===== src/rtl/tristate_bus_pkg.sv =====
// Shared types and defaults for the tri-state bus arbiter.
package tristate_bus_pkg;

  localparam int unsigned DefNumReq  = 4;
  localparam int unsigned DefTurnCyc = 1;
  localparam int unsigned DefTimeout = 16;

  typedef enum logic [1:0] {
    StIdle = 2'd0,
    StOwn  = 2'd1,
    StTurn = 2'd2
  } arb_state_e;

  // Width of an index over n items, never narrower than one bit.
  function automatic int unsigned owner_id_w(input int unsigned n);
    return (n > 1) ? $clog2(n) : 1;
  endfunction

endpackage


===== src/rtl/tristate_bus_arbiter_if.sv =====
// Requester/bus-driver signal bundle; master is the arbiter side, slave the agent side.
interface tristate_bus_arbiter_if
  import tristate_bus_pkg::*;
#(
  parameter int unsigned NUM_REQ = DefNumReq
) ();

  localparam int unsigned IdW = owner_id_w(NUM_REQ);

  logic [NUM_REQ-1:0] req;
  logic [NUM_REQ-1:0] last;
  logic [NUM_REQ-1:0] gnt;
  logic [NUM_REQ-1:0] drv_en_n;
  logic               bus_busy;
  logic [IdW-1:0]     owner_id;
  logic               timeout;

  modport master (
    input  req,
    input  last,
    output gnt,
    output drv_en_n,
    output bus_busy,
    output owner_id,
    output timeout
  );

  modport slave (
    output req,
    output last,
    input  gnt,
    input  drv_en_n,
    input  bus_busy,
    input  owner_id,
    input  timeout
  );

endinterface


===== src/rtl/tristate_bus_arbiter_rr_pick.sv =====
// Combinational round-robin picker: first set req bit at or above ptr, wrapping.
module rr_pick
  import tristate_bus_pkg::*;
#(
  parameter int unsigned NUM_REQ = DefNumReq,
  localparam int unsigned IdW    = owner_id_w(NUM_REQ)
) (
  input  logic [NUM_REQ-1:0] req,
  input  logic [IdW-1:0]     ptr,
  output logic [NUM_REQ-1:0] onehot,
  output logic [IdW-1:0]     idx,
  output logic               any
);

  int unsigned    pos;
  logic [IdW-1:0] pos_idx;

  always_comb begin
    onehot  = '0;
    idx     = '0;
    any     = 1'b0;
    pos     = 0;
    pos_idx = '0;
    for (int unsigned i = 0; i < NUM_REQ; i++) begin
      pos = int'(ptr) + i;
      if (pos >= NUM_REQ) begin
        pos = pos - NUM_REQ;
      end
      pos_idx = IdW'(pos);
      if (!any && req[pos_idx]) begin
        any             = 1'b1;
        idx             = pos_idx;
        onehot[pos_idx] = 1'b1;
      end
    end
  end

endmodule


===== src/rtl/tristate_bus_arbiter.sv =====
// Round-robin owner sequencer for a shared tri-state bus with forced turnaround gaps.
// Optional forced release after TIMEOUT owned cycles when BUS_TIMEOUT_EN is defined.
module tristate_bus_arbiter
  import tristate_bus_pkg::*;
#(
  parameter int unsigned NUM_REQ  = DefNumReq,
  parameter int unsigned TURN_CYC = DefTurnCyc,
  parameter int unsigned TIMEOUT  = DefTimeout
) (
  input logic                    clk,
  input logic                    rst_n,
  tristate_bus_arbiter_if.master bus
);

  localparam int unsigned      IdW      = owner_id_w(NUM_REQ);
  localparam int unsigned      TurnW    = owner_id_w(TURN_CYC);
  localparam logic [IdW-1:0]   LastId   = IdW'(NUM_REQ - 1);
  localparam logic [TurnW-1:0] TurnLoad = TurnW'(TURN_CYC - 1);

  arb_state_e         state_q, state_d;
  logic [NUM_REQ-1:0] gnt_q, gnt_d;
  logic [NUM_REQ-1:0] drv_q, drv_d;
  logic               busy_q, busy_d;
  logic [IdW-1:0]     owner_q, owner_d;
  logic [IdW-1:0]     ptr_q, ptr_d;
  logic [TurnW-1:0]   turn_q, turn_d;

  logic [NUM_REQ-1:0] pick_onehot;
  logic [IdW-1:0]     pick_idx;
  logic               pick_any;
  logic               grant_now;
  logic               release_req;
  logic               forced_rel;

  rr_pick #(
    .NUM_REQ(NUM_REQ)
  ) u_rr_pick (
    .req   (bus.req),
    .ptr   (ptr_q),
    .onehot(pick_onehot),
    .idx   (pick_idx),
    .any   (pick_any)
  );

`ifdef BUS_TIMEOUT_EN
  localparam int unsigned OccW = owner_id_w(TIMEOUT);
  logic [OccW-1:0] occ_q, occ_d;
  logic            tmo_q, tmo_d;
  assign forced_rel = (occ_q == OccW'(TIMEOUT - 1));
`else
  logic unused_timeout_cfg;
  assign unused_timeout_cfg = ^TIMEOUT;
  assign forced_rel = 1'b0;
`endif

  // Only the current owner's req/last bits can end a tenure.
  assign release_req = !bus.req[owner_q] || bus.last[owner_q];

  always_comb begin
    state_d   = state_q;
    gnt_d     = gnt_q;
    busy_d    = busy_q;
    owner_d   = owner_q;
    ptr_d     = ptr_q;
    turn_d    = turn_q;
    grant_now = 1'b0;
`ifdef BUS_TIMEOUT_EN
    occ_d     = occ_q;
    tmo_d     = 1'b0;
`endif

    unique case (state_q)
      StIdle: begin
        if (pick_any) begin
          grant_now = 1'b1;
        end
      end
      StOwn: begin
        if (release_req || forced_rel) begin
          state_d = StTurn;
          gnt_d   = '0;
          busy_d  = 1'b0;
          ptr_d   = (owner_q == LastId) ? '0 : owner_q + IdW'(1);
          turn_d  = TurnLoad;
`ifdef BUS_TIMEOUT_EN
          tmo_d   = forced_rel && !release_req;
`endif
        end else begin
`ifdef BUS_TIMEOUT_EN
          occ_d = occ_q + OccW'(1);
`endif
        end
      end
      StTurn: begin
        if (turn_q == '0) begin
          // Turnaround done: hand straight to a waiting requester if there is one.
          if (pick_any) begin
            grant_now = 1'b1;
          end else begin
            state_d = StIdle;
          end
        end else begin
          turn_d = turn_q - TurnW'(1);
        end
      end
      default: begin
        state_d = StIdle;
        gnt_d   = '0;
        busy_d  = 1'b0;
      end
    endcase

    if (grant_now) begin
      state_d = StOwn;
      gnt_d   = pick_onehot;
      busy_d  = 1'b1;
      owner_d = pick_idx;
`ifdef BUS_TIMEOUT_EN
      occ_d   = '0;
`endif
    end

    drv_d = ~gnt_d;
  end

  always_ff @(posedge clk or negedge rst_n) begin
    if (!rst_n) begin
      state_q <= StIdle;
      gnt_q   <= '0;
      drv_q   <= '1;
      busy_q  <= 1'b0;
      owner_q <= '0;
      ptr_q   <= '0;
      turn_q  <= '0;
    end else begin
      state_q <= state_d;
      gnt_q   <= gnt_d;
      drv_q   <= drv_d;
      busy_q  <= busy_d;
      owner_q <= owner_d;
      ptr_q   <= ptr_d;
      turn_q  <= turn_d;
    end
  end

`ifdef BUS_TIMEOUT_EN
  always_ff @(posedge clk or negedge rst_n) begin
    if (!rst_n) begin
      occ_q <= '0;
      tmo_q <= 1'b0;
    end else begin
      occ_q <= occ_d;
      tmo_q <= tmo_d;
    end
  end

  assign bus.timeout = tmo_q;
`else
  assign bus.timeout = 1'b0;
`endif

  assign bus.gnt      = gnt_q;
  assign bus.drv_en_n = drv_q;
  assign bus.bus_busy = busy_q;
  assign bus.owner_id = owner_q;

endmodule


===== src/flat_wrapper.sv =====
// flat-port wrapper written by rule: the top's interface ports become plain ports
module tristate_bus_arbiter_flat import tristate_bus_pkg::*;
#(
  parameter int unsigned NUM_REQ  = DefNumReq,
  parameter int unsigned TURN_CYC = DefTurnCyc,
  parameter int unsigned TIMEOUT  = DefTimeout
)
  (clk, rst_n, bus_req, bus_last, bus_gnt, bus_drv_en_n, bus_bus_busy, bus_owner_id, bus_timeout);
  tristate_bus_arbiter_if #(.NUM_REQ(NUM_REQ)) bus_i ();
  input logic clk;
  input logic rst_n;
  input wire logic [$bits(bus_i.req)-1:0] bus_req;
  input wire logic [$bits(bus_i.last)-1:0] bus_last;
  output wire logic [$bits(bus_i.gnt)-1:0] bus_gnt;
  output wire logic [$bits(bus_i.drv_en_n)-1:0] bus_drv_en_n;
  output wire logic [$bits(bus_i.bus_busy)-1:0] bus_bus_busy;
  output wire logic [$bits(bus_i.owner_id)-1:0] bus_owner_id;
  output wire logic [$bits(bus_i.timeout)-1:0] bus_timeout;
  assign bus_i.req = bus_req;
  assign bus_i.last = bus_last;
  assign bus_gnt = bus_i.gnt;
  assign bus_drv_en_n = bus_i.drv_en_n;
  assign bus_bus_busy = bus_i.bus_busy;
  assign bus_owner_id = bus_i.owner_id;
  assign bus_timeout = bus_i.timeout;
  tristate_bus_arbiter #(.NUM_REQ(NUM_REQ), .TURN_CYC(TURN_CYC), .TIMEOUT(TIMEOUT)) u_core (.clk(clk), .rst_n(rst_n), .bus(bus_i));
endmodule

===== config.mk =====
export PLATFORM = sky130hd
export DESIGN_NAME = tristate_bus_arbiter_flat
export DESIGN_NICKNAME = d
export VERILOG_FILES = /design/src/rtl/tristate_bus_pkg.sv /design/src/rtl/tristate_bus_arbiter_if.sv /design/src/rtl/tristate_bus_arbiter_rr_pick.sv /design/src/rtl/tristate_bus_arbiter.sv /design/src/flat_wrapper.sv
export SDC_FILE = /design/constraint.sdc
export NUM_CORES = 1
export LEC_CHECK = 0
export CAP_MARGIN = 5
export CORE_UTILIZATION = 58
export CTS_BUF_LIST = sky130_fd_sc_hd__clkbuf_4
export DETAILED_ROUTE_END_ITERATION = 16
export GPL_TIMING_DRIVEN = 0
export HOLD_SLACK_MARGIN = 0.1
export PLACE_DENSITY_LB_ADDON = 0.2
export SYNTH_ARGS = -nofsm -noshare
export SYNTH_HDL_FRONTEND = slang
export SYNTH_SLANG_ARGS = --single-unit

===== constraint.sdc =====
create_clock -name clk -period 6.6 [get_ports clk]
set_clock_uncertainty 0.05 [all_clocks]
set_input_delay 1.32 -clock clk [delete_from_list [all_inputs] [get_ports clk]]
set_output_delay 1.32 -clock clk [all_outputs]
set_load 0.01 [all_outputs]

=== Word-level counts from Yosys, hierarchy flattened ===
Cells that the tools add are included.
Widths: inputs -> output; s select.

* Register bits after elaboration: 16
* Input port bits: 10
* Output and inout port bits: 12
* Word-level logic and storage cells: 114

* Add/subtract/negate cells: 9
* Magnitude comparators: 13
* Eq/ne operators: 9
* Muxes and demuxes: 53
* Bitwise logic cells: 4
* Reduce and logical (&&, ||, !) cells: 19

{| class="wikitable"
|+ Operator list
! kind !! count
|-
| $mux 2 || 13
|-
| $mux 4 || 6
|-
| $mux 1 || 19
|-
| $lt 2x3->1 const B || 5
|-
| $bmux 1 s2 || 6
|-
| $or 4x4->4 || 3
|-
| $ge 3x3->1 const B || 3
|-
| $demux 1 s2 || 4
|-
| $ge 2x1->1 const B || 4
|-
| $pmux 4 s2 || 1
|-
| $sub 2x1->2 const B || 4
|-
| $logic_and 1x1->1 || 7
|-
| $add 2x2->3 const B || 2
|-
| $ne 2x1->1 const B || 3
|-
| $ne 3x3->1 const B || 2
|-
| $pmux 1 s2 || 3
|-
| $pmux 2 s3 || 1
|-
| $reduce_and 2->1 || 3
|-
| $eq 2x2->1 const B || 2
|-
| $logic_not 1->1 || 4
|-
| $not 4->4 || 1
|-
| $reduce_and 4->1 || 1
|-
| $add 2x1->3 const B || 1
|-
| $ge 2x3->1 const B || 1
|-
| 8 further kinds || 8
|}

=== Depth between registers and ports, before layout ===
Gate-level depths: netlist of the first run.

* Depth after elaboration: 19
* Mapped depth: 8
* Mapped depth without buffers: 6

=== By module ===
Synthesis of the first run repeated with hierarchy kept, for this count alone.

* Cell total of the unflattened synthesis: 95
* Area, all modules: 1073.5 um^2

{| class="wikitable"
|+ By module, submodules not included
! module !! times used !! cells each !! area each (um^2) !! seq. area each (um^2)
|-
| tristate_bus_arbiter || 1 || 50 || 651.9 || 380.4
|-
| rr_pick || 1 || 45 || 421.7 || 0.0
|}

=== Least setup slack after synthesis of the first run ===
OpenSTA, ideal clock, no wires.

* Path kind: input to register
* Start point: in bus_req[1]
* End point: reg u_core.gnt_q[0] (netlist: u_core.bus.gnt[0])
* Setup time: 0.126 ns
* Arrival: 2.546 ns
* Required time: 6.424 ns
* Setup slack: 3.878 ns
* Stages on the path: 5
* Buffers on the path: 1
* Path through: buf_2 > or4_4 > nand2b_2 > nor2_4 > a221o_1

* Word-level cells in the longest chain between the ends: 16
* Elaborated cells between the ends (all ways): 35
* Classes of those cells: mux: 24; bitwise: 3; reduce/logical: 8

{| class="wikitable"
|+ RTL lines
! item !! line !! RTL
|-
| start, declared || flat_wrapper.sv:12 || <nowiki>input wire logic [$bits(bus_i.req)-1:0] bus_req;</nowiki>
|-
| $bmux 1 s2 || tristate_bus_arbiter_rr_pick.sv:30 || <nowiki>if (!any && req[pos_idx]) begin</nowiki>
|-
| $mux 1 (not written as such) || tristate_bus_arbiter_rr_pick.sv:30 ||
|-
| $mux 1 || tristate_bus_arbiter_rr_pick.sv:30 ||
|-
| $logic_not 1->1 || tristate_bus_arbiter_rr_pick.sv:30 ||
|-
| $logic_and 1x1->1 || tristate_bus_arbiter_rr_pick.sv:30 ||
|-
| $mux 1 || tristate_bus_arbiter_rr_pick.sv:30 ||
|-
| $logic_not 1->1 || tristate_bus_arbiter_rr_pick.sv:30 ||
|-
| $logic_and 1x1->1 || tristate_bus_arbiter_rr_pick.sv:30 ||
|-
| $mux 1 || tristate_bus_arbiter_rr_pick.sv:30 ||
|-
| $logic_not 1->1 || tristate_bus_arbiter_rr_pick.sv:30 ||
|-
| $logic_and 1x1->1 || tristate_bus_arbiter_rr_pick.sv:30 ||
|-
| $mux 1 || tristate_bus_arbiter_rr_pick.sv:30 ||
|-
| $mux 1 || tristate_bus_arbiter.sv:74, tristate_bus_arbiter.sv:97 ||
|-
| $mux 1 || tristate_bus_arbiter.sv:95 || <nowiki>if (turn_q == '0) begin</nowiki>
|-
| $pmux 1 s2 || tristate_bus_arbiter.sv:72 || <nowiki>unique case (state_q)</nowiki>
|-
| $mux 4 (*) || tristate_bus_arbiter.sv:113 || <nowiki>if (grant_now) begin</nowiki>
|-
| via u_core.gnt_d[0] || tristate_bus_arbiter.sv:21 || <nowiki>logic [NUM_REQ-1:0] gnt_q, gnt_d;</nowiki>
|-
| end signal, assigned || tristate_bus_arbiter.sv:137 || <nowiki>gnt_q <= gnt_d;</nowiki>
|-
| end, declared || tristate_bus_arbiter.sv:21 ||
|}

The timed path passes the listed nets; every way through them passes the cells marked *. The select of a mux whose other input is x is not followed.
A chain may end at the register's enable or synchronous reset.

=== Final worst setup path of the first run ===
* Start point: in bus_req[2]
* End point: reg u_core.drv_q[1] (netlist: u_core.bus.drv_en_n[1])

* Word-level cells in the longest chain between the ends: 17
* Elaborated cells between the ends (all ways): 36
* Classes of those cells: mux: 24; bitwise: 4; reduce/logical: 8

{| class="wikitable"
|+ RTL lines
! item !! line !! RTL
|-
| $bmux 1 s2 || tristate_bus_arbiter_rr_pick.sv:30 ||
|-
| $mux 1 (not written as such) || tristate_bus_arbiter_rr_pick.sv:30 ||
|-
| $mux 1 || tristate_bus_arbiter_rr_pick.sv:30 ||
|-
| $logic_not 1->1 || tristate_bus_arbiter_rr_pick.sv:30 ||
|-
| $logic_and 1x1->1 || tristate_bus_arbiter_rr_pick.sv:30 ||
|-
| $mux 1 || tristate_bus_arbiter_rr_pick.sv:30 ||
|-
| $logic_not 1->1 || tristate_bus_arbiter_rr_pick.sv:30 ||
|-
| $logic_and 1x1->1 || tristate_bus_arbiter_rr_pick.sv:30 ||
|-
| [2 not listed] || n/a ||
|-
| $logic_and 1x1->1 || tristate_bus_arbiter_rr_pick.sv:30 ||
|-
| $mux 1 || tristate_bus_arbiter_rr_pick.sv:30 ||
|-
| $mux 1 || tristate_bus_arbiter.sv:74, tristate_bus_arbiter.sv:97 ||
|-
| $mux 1 || tristate_bus_arbiter.sv:95 ||
|-
| $pmux 1 s2 || tristate_bus_arbiter.sv:72 ||
|-
| $mux 4 (*) || tristate_bus_arbiter.sv:113 ||
|-
| $not 4->4 (*) || tristate_bus_arbiter.sv:123 || <nowiki>drv_d = ~gnt_d;</nowiki>
|-
| via u_core.drv_d[1] || tristate_bus_arbiter.sv:22 || <nowiki>logic [NUM_REQ-1:0] drv_q, drv_d;</nowiki>
|-
| end signal, assigned || tristate_bus_arbiter.sv:138 || <nowiki>drv_q <= drv_d;</nowiki>
|-
| end, declared || tristate_bus_arbiter.sv:22 ||
|}

Marks and branches as above.

==> impl_metrics.env, run 1 <==
export IMPL_status="completed"
export IMPL_fin_crit_ps=3010
export IMPL_final_nets=159
export IMPL_finalSetupViolCount=0
export IMPL_drt_pre_antenna_iters=4
export IMPL_synth_ff_latch_count=15
export IMPL_synthSimpleGateAreaFrac=0.179
export IMPL_regArea_sq_um=380
export IMPL_multi_input_area_sq_um=727
export IMPL_slew_headroom=0.575
export IMPL_worst_pin_slew_ps=636
export IMPL_clock_root_buffer="clkbuf_4"
export IMPL_synth_edf_count=0
export IMPL_grt_pass1_wl_mm=4.34
export IMPL_antenna_left=0
export IMPL_cp_startpoint="bus_req[2]"
export IMPL_crit_path_end_kind="flop"
export IMPL_clk_pin_slew_ps=90
export IMPL_grt_ovfl_total=0
export IMPL_grt_pass1_vias=918
export IMPL_synth_xor_area_frac=0.00749
export IMPL_num_antenna_cells=0
export IMPL_clk_path_buf_depth=2
export IMPL_p_clk_frac=0.090
export IMPL_critPathArrivalTime_ps=3140
export IMPL_io_pins=22
export IMPL_cts_tree="yes"
export IMPL_wl_per_cell_microns=16.8
export IMPL_p_per_area_mw_per_mm2=460
export IMPL_min_delay_start="u_core.bus.gnt[2]"
export IMPL_die_area_sq_mm=0.00220
export IMPL_critPathMaxFanout=10
export IMPL_ys_seq_area_frac=0.325
export IMPL_placementRows=15
export IMPL_setup_tns_ps=0
export IMPL_synth_ff_type="dfrtp_1"
export IMPL_portBuffers=18
export IMPL_core_area_sq_mm=0.00180
export IMPL_die_w_microns=46.9
export IMPL_maxCapViolations=0
export IMPL_synthArstFlopShare=1.00
export IMPL_routed_wirelength_mm=2.78
export IMPL_dp_hpwl_mm=2.00
export IMPL_grt_usage=0.282
export IMPL_cts_resized=0
export IMPL_cts_buffers=3
export IMPL_whs_ps=436
export IMPL_grt_max_degree=16
export IMPL_clock_fmax_mhz=333
export IMPL_synth_top_family_by_area="compound AO/OA/AOI/OAI gates"
export IMPL_die_y_microns=46.9
export IMPL_holdBufCountCts=0
export IMPL_post_route_period_util=0.455
export IMPL_rsz0062_at_grt="no"
export IMPL_syn_nets=136
export IMPL_drtIter0Drc=34
export IMPL_p_comb_frac=0.621
export IMPL_synth_avg_cell_area_sq_um=9.90
export IMPL_power_frac_seq=0.290
export IMPL_syn_inst=118
export IMPL_startpoint_type="input pin"
export IMPL_p_leak_nw=0.579
export IMPL_ir_drop_v=0.000323
export IMPL_synth_fa_ha_area_frac=0.0857
export IMPL_maxSlewViolCount=0
export IMPL_hold_violations=0
export IMPL_fill_cells=139
export IMPL_synthToLayoutAreaGrowth_pct=20.7
export IMPL_power_switching_uw=297
export IMPL_start_util=0.649
export IMPL_vias=1052
export IMPL_cts_sinks=15
export IMPL_routabilityCongestion=0.864
export IMPL_clkLatencyLatePin_ps=290
export IMPL_synth_warnings=0
export IMPL_antenna_found_initial=0
export IMPL_syn_area_sq_mm=0.00117
export IMPL_crit_type="input pin to flop"
export IMPL_switching_share=0.458
export IMPL_drive_above_1_share=0.186
export IMPL_worstReg2RegStart="u_core.ptr_q[0]"
export IMPL_p_int_uw=352
export IMPL_htree_levels=1
export IMPL_synth_compound_area_frac=0.258
export IMPL_yosysUniqueCellTypes=46
export IMPL_muxShareOfSynthArea=0.0889
export IMPL_cts_setup_buffers=0
export IMPL_cp_required_ps=6740
export IMPL_drc_errors=0
export IMPL_routed_via_density=6.38
export IMPL_hp_class="flop to flop"
worst paths after layout:
kind                                     endpoint  slack (ps)  depth (start not counted)
min                        u_core.bus.drv_en_n[2]         440                          1
min in group asynchronous         u_core.ptr_q[0]        1360                          1
max                        u_core.bus.drv_en_n[1]        3590                          7
max in group asynchronous       u_core.bus.gnt[2]        4720                          1
max reg2reg                u_core.bus.drv_en_n[1]        3810                          8
min reg2reg                u_core.bus.drv_en_n[2]         440                          1
power groups by stage:
stage / Combinational (mW) / Sequential [mW] / Clock [mW]
4_1_cts: 0.399 / 0.186 / 0.0569
2_1_floorplan: 0.270 / 0.188 / 0
3_5_place_dp: 0.395 / 0.187 / 0
3_3_place_gp: 0.377 / 0.184 / 0
6_report: 0.403 / 0.188 / 0.0581
5_1_grt: 0.443 / 0.192 / 0.0598
worst max-delay path, stage by stage:
cell	delay [ps]
clkdlybuf4s50_1	490
buf_2	230
mux2i_1	180
mux2_2	360
o211ai_1	100
a31oi_1	150
a221oi_1	310
per-stage QoR:
stage	setup WS (ps)	area [sq um]	util	total power [mW]	cells
5_1_grt	3490	1410	0.783	0.695	165
6_report	3590	1410	0.783	0.649	165
4_1_cts	3630	1410	0.783	0.641	165
3_3_place_gp	3420	1380	0.766	0.561	161
2_1_floorplan	3880	1170	-	0.458	118
3_5_place_dp	3340	1380	0.766	0.582	161
registers in the layout, indices dropped and copies added (netlist names):
name	count
u_core.bus.drv_en_n	4
u_core.bus.gnt	4
u_core.bus.owner_id	2
u_core.ptr_q	2
u_core.state_q	2
u_core.bus.bus_busy	1
logic make-up (layout without fill, tap and decap cells):
| kind of cell | Yosys count | after routing |
|---|---|---|
| buf+inv | 11 | 33 |
| xor+xnor | 1 | 1 |
| mux | 10 | 10 |
| simple gates | 31 | 31 |
| flops | 15 | 15 |
| fa+ha+maj | 8 | 8 |
| compound gates | 41 | 41 |
| other cells | 1 | 1 |
synthesized netlist by cell type (2+ instances only):
cell type	count	share of area
dfrtp_1	11	0.24
ha_1	8	0.086
mux2i_1	7	0.060
o21ai_0	7	0.030
a31oi_1	6	0.032
nand2_1	5	0.016
nor2_1	5	0.016
o211ai_1	5	0.032
a221o_1	4	0.034
a221oi_1	4	0.030
buf_2	4	0.017
dfstp_2	4	0.090
a21oi_1	3	0.013
inv_1	3	0.0096
mux2_2	3	0.029
nand3_1	3	0.013
nand3b_1	3	0.019
o21ai_1	3	0.013
buf_4	2	0.013
nor2b_1	2	0.011
cell type report:
type / count / area share
buffer: 8 / 0.0355
multi-input combinational: 92 / 0.516
tap: 25 / 0.0222
timing repair buffer: 18 / 0.128
clock buffer: 4 / 0.0213
sequential: 15 / 0.270
inverter: 3 / 0.00799
metal layers:
layer | track usage | wire (microns) | up-vias
met3 | 0.00769 | 90 | 5
met2 | 0.475 | 1370 | 38
met5 | 0 | 0 | -
met4 | 0.131 | 47 | 0
li1 | - | - | 498
met1 | 0.374 | 1270 | 511
placed cells by master, fill, tap and decap left out, types with 4 or more instances in the layout:
cell type        synthesis  routed
dfstp_2                  4       4
o211ai_1                 5       5
buf_2                    4       4
clkbuf_4                 0       4
o21ai_0                  7       7
nor2_1                   5       5
dfrtp_1                 11      11
nand2_1                  5       5
a221o_1                  4       4
ha_1                     8       8
a221oi_1                 4       4
a31oi_1                  6       6
clkdlybuf4s50_1          0      18
mux2i_1                  7       7
No activity file was read; power rests on OpenSTA's default activity.
==> run 2, diff against run 1 <==
- CORE_UTILIZATION: 58 -> 48
- clock period: 6.6 -> 2.5 ns (I/O delays scaled with it)
==> impl_metrics.env, run 2 (synthesis gave the netlist of run 1 again) <==
export IMPL_status="completed"
export IMPL_drt_pre_antenna_iters=10
export IMPL_routabilityCongestion=0.837
export IMPL_worst_path_stages=7
export IMPL_clkLatencyLatePin_ps=290
export IMPL_placementRows=17
export IMPL_worstReg2RegStart="u_core.ptr_q[0]"
export IMPL_clock_fmax_mhz=432
export IMPL_cts_buffers=3
export IMPL_final_nets=158
export IMPL_rsz0062_at_grt="no"
export IMPL_grt_max_degree=16
export IMPL_drive_above_1_share=0.209
export IMPL_fill_cells=204
export IMPL_core_area_sq_mm=0.00225
export IMPL_worst_pin_slew_ps=660
export IMPL_slew_headroom=0.559
export IMPL_final_common_cell="clkdlybuf4s50_1"
export IMPL_routed_wirelength_mm=2.58
export IMPL_timing_rr_end="u_core.bus.gnt[3]"
export IMPL_antenna_left=0
export IMPL_cp_startpoint="u_core.ptr_q[0]"
export IMPL_clock_root_buffer="clkbuf_4"
export IMPL_num_antenna_cells=0
export IMPL_grt_usage=0.226
export IMPL_vias=1031
export IMPL_maxCapViolations=0
export IMPL_cts_sinks=15
export IMPL_maxSlewViolCount=0
export IMPL_die_w_microns=51.3
export IMPL_routed_via_density=6.17
export IMPL_total_power_mw=1.74
export IMPL_crit_path_end_kind="flop"
export IMPL_critPathSlowestCell="dfrtp_2"
export IMPL_grt_ovfl_total=0
export IMPL_drc_errors=0
export IMPL_drtIter0Drc=30
export IMPL_wl_per_cell_microns=15.5
export IMPL_critPathMaxFanout=10
export IMPL_final_cell_mix="18 x clkdlybuf4s50_1, 9 x dfrtp_1, 7 x mux2i_1, 7 x o21ai_0, 7 x ha_1"
export IMPL_clk_path_buf_depth=2
export IMPL_setup_tns_ps=0
export IMPL_cp_endpoint="u_core.bus.gnt[3]"
export IMPL_antenna_found_initial=0
export IMPL_multi_input_area_sq_um=739
export IMPL_post_route_period_util=0.927
export IMPL_cts_resized=1
export IMPL_fin_crit_ps=2320
export IMPL_portBuffers=18
export IMPL_crit_type="flop to flop"
export IMPL_start_util=0.518
export IMPL_holdBufCountCts=0
export IMPL_reg2reg_depth=7
export IMPL_die_y_microns=51.3
export IMPL_regArea_sq_um=383
export IMPL_synthToLayoutAreaGrowth_pct=22.2
export IMPL_io_pins=22
export IMPL_worstPathCellList="buf_4 -> inv_1 -> ha_4 -> mux2_2 -> o211ai_1 -> a31oi_1 -> a221o_1"
export IMPL_cts_tree="yes"
export IMPL_die_area_sq_mm=0.00264
export IMPL_path_delay_family="compound AO/OA/AOI/OAI gates"
export IMPL_cts_setup_buffers=0
export IMPL_htree_levels=1
export IMPL_hold_violations=0
export IMPL_grt_pass1_vias=994
export IMPL_clk_pin_slew_ps=90
export IMPL_dp_hpwl_mm=1.93
export IMPL_grt_pass1_wl_mm=4.50
export IMPL_finalSetupViolCount=0
export IMPL_startpoint_type="flop"
export IMPL_r2r_setup_slack_ps=180
export IMPL_cp_required_ps=2630
export IMPL_ir_drop_v=0.000601
export IMPL_p_per_area_mw_per_mm2=1220
export IMPL_path_buf_inv=2
export IMPL_max_stage_delay_ps=490
export IMPL_critPathArrivalTime_ps=2440
export IMPL_p_leak_nw=0.577
export IMPL_hp_class="flop to flop"
run 2: report_power, final:
| group | internal [mW] | total, mW | switching [mW] |
|---|---|---|---|
| logic | 0.533 | 1.09 | 0.562 |
| clock network | 0.0729 | 0.153 | 0.0801 |
| registers | 0.366 | 0.491 | 0.125 |
run 2: worst min-delay path by stage:
stage / start / endpoint / cells past startpoint / slack [ps]
after global placement: u_core.bus.gnt[2] / u_core.bus.drv_en_n[2] / 1 / 390
after detailed placement: u_core.bus.gnt[2] / u_core.bus.drv_en_n[2] / 1 / 390
after CTS: u_core.bus.gnt[2] / u_core.bus.drv_en_n[2] / 1 / 410
after floorplan: rst_n / u_core.bus.bus_busy / 0 / 150
after global routing: u_core.bus.gnt[2] / u_core.bus.drv_en_n[2] / 1 / 430
final: u_core.bus.gnt[2] / u_core.bus.drv_en_n[2] / 1 / 410
run 2: metal layers:
layer  track usage  wire [microns]  share of wire  vias to the layer above
met3        0.0119              67          0.026                        6
li1              -               -              -                      498
met5             0               0              0                        -
met4        0.0946              50          0.019                        0
met2         0.393            1230           0.48                       26
met1         0.289            1240           0.48                      501
run 2: stage by stage:
step / worst slack [ps] / hold WS (ps) / area, sq um / utilization / instances
finish: 184 / 413 / 1430 / 0.633 / 167
global placement: -133 / 386 / 1380 / 0.614 / 164
CTS: 26.0 / 406 / 1410 / 0.626 / 167
floorplan: 164 / 154 / 1170 / - / 118
global route: 38.4 / 431 / 1430 / 0.633 / 167
detailed placement: -197 / 393 / 1380 / 0.614 / 164
run 2: cell type report:
cell class / count / share of cell area
plain buffers: 7 / 0.0342
clock buffers: 4 / 0.0210
inverters: 3 / 0.00789
multi-input cells: 92 / 0.518
flip-flops and latches: 15 / 0.268
well taps: 28 / 0.0245
repair buffers: 18 / 0.126
